[src/rtl/rsrx_byte_fifo.sv]
// Receive-side byte FIFO: captures bytes from the UART receiver's data-exists
// handshake, FWFT pop port. Define RSRX_BYTE_FIFO_DROP_OLDEST_EN for drop-oldest overflow.
module rsrx_byte_fifo #(
  parameter int DEPTH_LOG2 = 4,
  parameter int DW         = 8
) (
  input  logic                  sample_clk,
  input  logic                  reset_n,
  input  logic [DW-1:0]         rxParallelData,
  input  logic [1:0]            rxStatus,
  output logic                  rxTrigger,
  input  logic                  rd_en,
  output logic [DW-1:0]         rd_data,
  output logic                  rd_valid,
  output logic                  full,
  output logic [DEPTH_LOG2:0]   count,
  output logic                  overflow,
  input  logic                  ovf_clr
);

  localparam int DEPTH = 2 ** DEPTH_LOG2;
  localparam logic [DEPTH_LOG2:0]   DEPTH_CNT = (DEPTH_LOG2 + 1)'(DEPTH);
  localparam logic [DEPTH_LOG2:0]   CNT_ONE   = (DEPTH_LOG2 + 1)'(1);
  localparam logic [DEPTH_LOG2-1:0] PTR_ONE   = (DEPTH_LOG2)'(1);

  typedef enum logic [1:0] {
    IDLE    = 2'd0,
    CAPTURE = 2'd1,
    ACK     = 2'd2
  } state_t;

  state_t state, state_next;

  logic [DW-1:0]         mem [DEPTH];
  logic [DEPTH_LOG2-1:0] wr_ptr;
  logic [DEPTH_LOG2-1:0] rd_ptr;
  logic                  push;
  logic                  pop;
  logic                  ovf_evt;
  logic                  grow;
  logic                  drop_head;
  logic                  do_write;
  logic                  adv_rd;
  logic                  unused_busy;

  assign unused_busy = rxStatus[0];

  always_comb begin
    state_next = state;
    case (state)
      IDLE:    if (rxStatus[1]) state_next = CAPTURE;
      CAPTURE: state_next = ACK;
      ACK:     state_next = IDLE;
      default: state_next = IDLE;
    endcase
  end

  // rxTrigger is registered so it is high exactly during ACK.
  always_ff @(posedge sample_clk or negedge reset_n) begin
    if (!reset_n) begin
      state     <= IDLE;
      rxTrigger <= 1'b0;
    end else begin
      state     <= state_next;
      rxTrigger <= (state == CAPTURE);
    end
  end

  assign rd_valid = (count != '0);
  assign full     = (count == DEPTH_CNT);
  assign push     = (state == CAPTURE);
  assign pop      = rd_en && rd_valid;
  assign ovf_evt  = push && full && !pop;
  assign grow     = push && !ovf_evt;

`ifdef RSRX_BYTE_FIFO_DROP_OLDEST_EN
  // Overwrite the head slot (wr_ptr == rd_ptr when full) and step both pointers.
  assign drop_head = ovf_evt;
`else
  assign drop_head = 1'b0;
`endif

  assign do_write = grow || drop_head;
  assign adv_rd   = pop || drop_head;

  always_ff @(posedge sample_clk or negedge reset_n) begin
    if (!reset_n) begin
      wr_ptr   <= '0;
      rd_ptr   <= '0;
      count    <= '0;
      overflow <= 1'b0;
    end else begin
      if (do_write) wr_ptr <= wr_ptr + PTR_ONE;
      if (adv_rd)   rd_ptr <= rd_ptr + PTR_ONE;
      if (grow && !pop)      count <= count + CNT_ONE;
      else if (!grow && pop) count <= count - CNT_ONE;
      if (ovf_evt)      overflow <= 1'b1;
      else if (ovf_clr) overflow <= 1'b0;
    end
  end

  always_ff @(posedge sample_clk) begin
    if (do_write) mem[wr_ptr] <= rxParallelData;
  end

  assign rd_data = mem[rd_ptr];

endmodule

[config.mk]
export PLATFORM = sky130hd
export DESIGN_NAME = rsrx_byte_fifo
export DESIGN_NICKNAME = d
export VERILOG_FILES = /design/src/rtl/rsrx_byte_fifo.sv
export SDC_FILE = /design/constraint.sdc
export NUM_CORES = 1
export LEC_CHECK = 0
export ABC_CLOCK_PERIOD_IN_PS = 3500
export CORE_MARGIN = 1
export CORE_UTILIZATION = 35
export CTS_BUF_LIST = sky130_fd_sc_hd__clkbuf_16
export CTS_CLUSTER_DIAMETER = 80
export DETAILED_ROUTE_END_ITERATION = 8
export PLACE_DENSITY = 0.54
export RECOVER_POWER = 100
export SETUP_SLACK_MARGIN = 0.15
export SLEW_MARGIN = 5
export SYNTH_ARGS = -nofsm -noshare
export SYNTH_HDL_FRONTEND = slang
export SYNTH_SLANG_ARGS = --single-unit
[constraint.sdc]
create_clock -name sample_clk -period 3.5 [get_ports sample_clk]
set_clock_uncertainty 0.05 [all_clocks]
set_input_delay 0.875 -clock sample_clk [delete_from_list [all_inputs] [get_ports sample_clk]]
set_output_delay 0.875 -clock sample_clk [all_outputs]
set_load 0.01 [all_outputs]
### After elaboration in Yosys (flattened, before gate mapping)

Memory sizes are Yosys's and may differ from the RTL's.
Cells that the tools add are included.

| word-level totals | value |
|---|---|
| flip-flop bits (word level) | 17 |
| RAM bits | 128 |
| input port bits | 14 |
| output and inout bits | 17 |
| logic and storage cells | 35 |
| memories | 1 |

Memories:

| memory | words | width | rd ports | clocked after Yosys merged registers in | wr ports | line | RTL |
|---|---|---|---|---|---|---|---|
| mem | 16 | 8 | 1 | 0 | 1 | 34 | `logic [DW-1:0] mem [DEPTH];` |

| cells by class | value |
|---|---|
| add/subtract/negate cells | 4 |
| equal/unequal tests | 3 |
| multiplexer cells | 8 |
| reductions and logical operators | 13 |

Operator list:

| operator | count |
|---|---|
| 2-to-1 mux 5 bit | 2 |
| adder 4 x 1 -> 4 bit (second input constant) | 2 |
| logical AND 1 bit | 6 |
| adder 5 x 1 -> 5 bit (second input constant) | 1 |
| equality test 5 bit (second input constant) | 1 |
| nonzero test 5 bit | 1 |
| subtractor 5 x 1 -> 5 bit (second input constant) | 1 |
| 2-to-1 mux 1 bit | 4 |
| case mux 2 bit (2 select lines) | 1 |
| nonzero test 2 bit | 2 |
| zero test 1 bit | 3 |
| equality test 2 x 1 -> 1 bit (second input constant) | 1 |
| zero test 2 bit | 1 |
| 2-to-1 mux 2 bit | 1 |
| inequality test 2 bit (second input constant) | 1 |

### Longest topological paths before layout

| logic depth | value |
|---|---|
| word-level depth | 10 |
| gate-level depth with buffers | 10 |

### Worst setup path after synthesis

Ideal clock, no wire load.

| timing path | value |
|---|---|
| path kind | input port to flip-flop |
| from | in rd_en |
| to | reg count[4] |
| library setup time | 0.080 ns |
| arrival | 2.741 ns |
| required time | 3.370 ns |
| slack | 0.629 ns |
| stages on the path | 9 |
| buffers on the path | 0 |
| cells stage by stage | inv_1 a311oi_4 ha_1 inv_1 fa_1 a21o_1 a21oi_1 mux2i_1 xnor2_1 |

| on the way | value |
|---|---|
| longest elaborated chain between the ends | 8 |
| elaborated cells on any way between the ends | 10 |
| those cells by class | 1 x mux; 9 x reduce/logical |

RTL lines:

| item | line | RTL |
|---|---|---|
| start, declared | 12 | `input logic rd_en,` |
| logical AND 1 bit * | 72 | `assign pop = rd_en && rd_valid;` |
| zero test 1 bit * | 73 | `assign ovf_evt = push && full && !pop;` |
| logical AND 1 bit * | 73 |  |
| zero test 1 bit * | 74 | `assign grow = push && !ovf_evt;` |
| logical AND 1 bit * | 74 |  |
| named net do_write | 42 | `logic do_write;` |
| zero test 1 bit | 96 | `else if (!grow && pop) count <= count - CNT_ONE;` |
| logical AND 1 bit | 96 |  |
| nonzero test 2 bit (no source line) | -- |  |
| end signal, assigned | 95 | `if (grow && !pop) count <= count + CNT_ONE;` |
| end signal, assigned | 96 |  |
| end, declared | 16 | `output logic [DEPTH_LOG2:0] count,` |

The timed path passes the listed nets; every way through them passes the cells marked *.
A chain may end at the register's enable or synchronous reset.

### Worst setup path after layout

| timing path | value |
|---|---|
| from | reg rd_ptr[0] |
| to | out rd_data[5] |

| on the way | value |
|---|---|
| longest elaborated chain between the ends | 1 |

RTL lines:

| item | line | RTL |
|---|---|---|
| start, declared | 36 | `logic [DEPTH_LOG2-1:0] rd_ptr;` |
| start signal, assigned | 94 | `if (adv_rd) rd_ptr <= rd_ptr + PTR_ONE;` |
| memory (16 x 8 bit) | -- |  |
| end, declared | 13 | `output logic [DW-1:0] rd_data,` |

No other way between the ends.

==> results_dict.tcl <==
set metrics [dict create \
    cts_tree "done" \
    layout_setup_ws_ns 0.1856 \
    critPathRequiredTime_ns 2.57 \
    cts_sinks 145 \
    syn_area_per_cell_um2 17.85 \
    power_frac_comb_pct 32.8 \
    dieArea_um2 17300 \
    vias 3031 \
    p_int_mw 4.172 \
    cp-start-kind "flop" \
    viasPerCell 4.865 \
    synth_edf_count 128 \
    ys_seq_elements 145 \
    synthFlopType "edfxtp_1" \
    endpoint_kind "output port" \
    nets 419 \
    grt_pass1_wl_mm 18.37 \
    leakage_nw 2.556 \
    slew_viol_final 0 \
    io_pins 31 \
    whs_ns 0.3914 \
    synth_fp_nets 353 \
    drt_iter0_drc 176 \
    cts_buffer_depth 2 \
    clk_pin_slew_ns 0.06 \
    grt_pass1_vias 3126 \
    drive_above_1_share_pct 19.41 \
    setup_viol 0 \
    crit_fanout 16 \
    drtAntennaViolNets 0 \
    grtUsageTotal_pct 14.53 \
    finalHoldViolCount 0 \
    seq_power_share_pct 36.1 \
    slew_headroom_pct 48.75 \
    dp_slack_ns 0.1178 \
    gp_congestion 0.6871 \
    clkPwrFrac_pct 31.1 \
    wirelength_mm 11.56 \
    diodes 0 \
    cts_buffers 17 \
    wl_per_cell_um 18.55 \
    core_um2 16120 \
    ir_worst_vdd_mv 0.3523 \
    ys_seq_area_share_pct 72.70 \
    syn_area_um2 5872 \
    die_h_um 131.5 \
    antenna_found_initial 0 \
    drt-pass1-iter-count 4 \
    layout_common_cells "128 x edfxtp_1, 33 x mux2i_1, 19 x clkbuf_1" \
    path_class "flop to output port" \
    htree_levels 4 \
    post-route-period-util_pct 94.70 \
    hp-class "flop to flop" \
    tightest_slew_ns 0.7663 \
    p_total_mw 6.013 \
    crit_arrival_ns 2.39 \
    tns_ns 0 \
    final_common_cell "edfxtp_1" \
    status "complete, no violations" \
    grt_max_degree 19 \
    maxCapViolCount 0 \
    p_sw_share_pct 30.62 \
    async_reset_ff_share_pct 11.72 \
    synthCells 329 \
    portBuffers 29 \
    area_growth_pct 23.33 \
    root_buffer "clkbuf_16" \
    clk_latency_ns 0.42 \
    max_freq_ghz 0.3017 \
    dp_hpwl_mm 7.454 \
    start_util_pct 36.44 \
    route.detailed.drc 0 \
    grt_remaining_overflow 0 \
    finalCriticalPeriod_ns 3.314 \
    p_per_area_nw_per_um2 830.3 \
    yosys.cell_types.count 33 \
    yosysWarnings 0 \
    rows 46 \
    rsz0062_at_grt "true" \
    p_switching_mw 1.841 \
    fp.dieW_um 131.5 \
]
==> critical path, stage by stage (launching register included) <==
cell	delay [ns]
dfrtp_2	0.46
buf_12	0.18
mux2i_1	0.14
a221oi_2	0.36
o21ai_0	0.15
nand2_1	0.13
clkdlybuf4s50_1	0.55
==> logic make-up (layout without fill, tap and decap cells) <==
family	count (synthesis)	count (layout)	share of synthesized area [%]
multiplexers	51	51	12.15
adder cells (fa/ha/maj)	10	10	2.259
XOR/XNOR	10	10	1.492
AO/OA/AOI/OAI	41	41	5.391
buffers and inverters	24	102	2.088
AND/OR/NAND/NOR	48	48	3.921
flip-flops	145	145	72.70
==> sequential cells by signal (all words and copies together) (netlist names) <==
register,flops
mem,128
count,5
rd_ptr,4
wr_ptr,4
state,2
overflow,1
rxTrigger,1
==> cells in the mapped netlist, types with 2 or more instances <==
cell type,number,share of area (%)
a21o_1,2,0.26
a21oi_1,2,0.17
a221oi_1,16,2.4
a22oi_1,8,1.0
and2_1,2,0.21
buf_2,5,0.43
buf_4,5,0.64
clkbuf_1,5,0.32
dfrtp_1,17,7.2
edfxtp_1,128,65
ha_1,9,1.9
inv_1,7,0.45
mux2_2,2,0.38
mux2i_1,33,5.6
mux4_2,16,6.1
nand2_1,16,1.0
nand2b_1,3,0.32
nand4_1,2,0.21
nor2_1,16,1.0
nor3_1,4,0.34
o21ai_0,11,0.94
xnor2_1,9,1.3
==> layer usage <==
metal / share of wire, % / global-route usage (%) / up-vias
li1: - / - / 1434
met3: 3.0 / 3.318 / 21
met4: 2.3 / 6.783 / 0
met5: 0 / 0 / -
met2: 49 / 22.84 / 47
met1: 46 / 19.08 / 1529
==> worst paths after layout <==
path	startpoint	end	slack [ns]	cells past startpoint
max in group asynchronous	reset_n	rd_ptr[0]	1.95	1
min in group asynchronous	reset_n	rd_ptr[1]	0.93	1
max	rd_ptr[0]	rd_data[5]	0.19	6
min reg2reg	state[0]	state[0]	0.39	1
max reg2reg	count[0]	count[4]	0.64	10
min	state[0]	state[0]	0.39	1
==> final cells by class <==
type | instances | area [um^2]
inverters | 7 | 26.28
flip-flops and latches | 145 | 4270
fillers | 1444 | 8874
well taps | 216 | 270.3
clock buffers | 17 | 425.4
multi-input cells | 160 | 1539
clock inverters | 14 | 187.7
repair buffers | 64 | 523.0
==> through the flow <==
| stage | area [um^2] | std cells | utilization (%) |
|---|---|---|---|
| after CTS | 7316 | 617 | 45.40 |
| after detailed placement | 6565 | 584 | 40.74 |
| after floorplan | 5872 | 329 | - |
| after global routing | 7242 | 623 | 44.94 |
| final | 7242 | 623 | 44.94 |
| after global placement | 6565 | 584 | 40.74 |
==> repair_timing <==
item / in CTS / in global routing
gates resized for setup: 19 / 5
hold buffers: 0 / 0
endpoints found under the hold margin: 0 / 0
setup endpoints to repair: 8 / 5
pin swaps: 2 / 4
cloned: 1 / 0
setup buffers: 1 / 6
==> power by group through the flow <==
stage	clock network (mW)	registers, mW	logic [mW]
2_1_floorplan	0	2.17	1.21
3_3_place_gp	0	2.21	1.87
3_5_place_dp	0	2.22	1.88
4_1_cts	1.90	2.19	2.04
5_1_grt	1.97	2.20	2.15
6_report	1.87	2.17	1.97
Note: power is estimated with default switching activity, not from simulation.
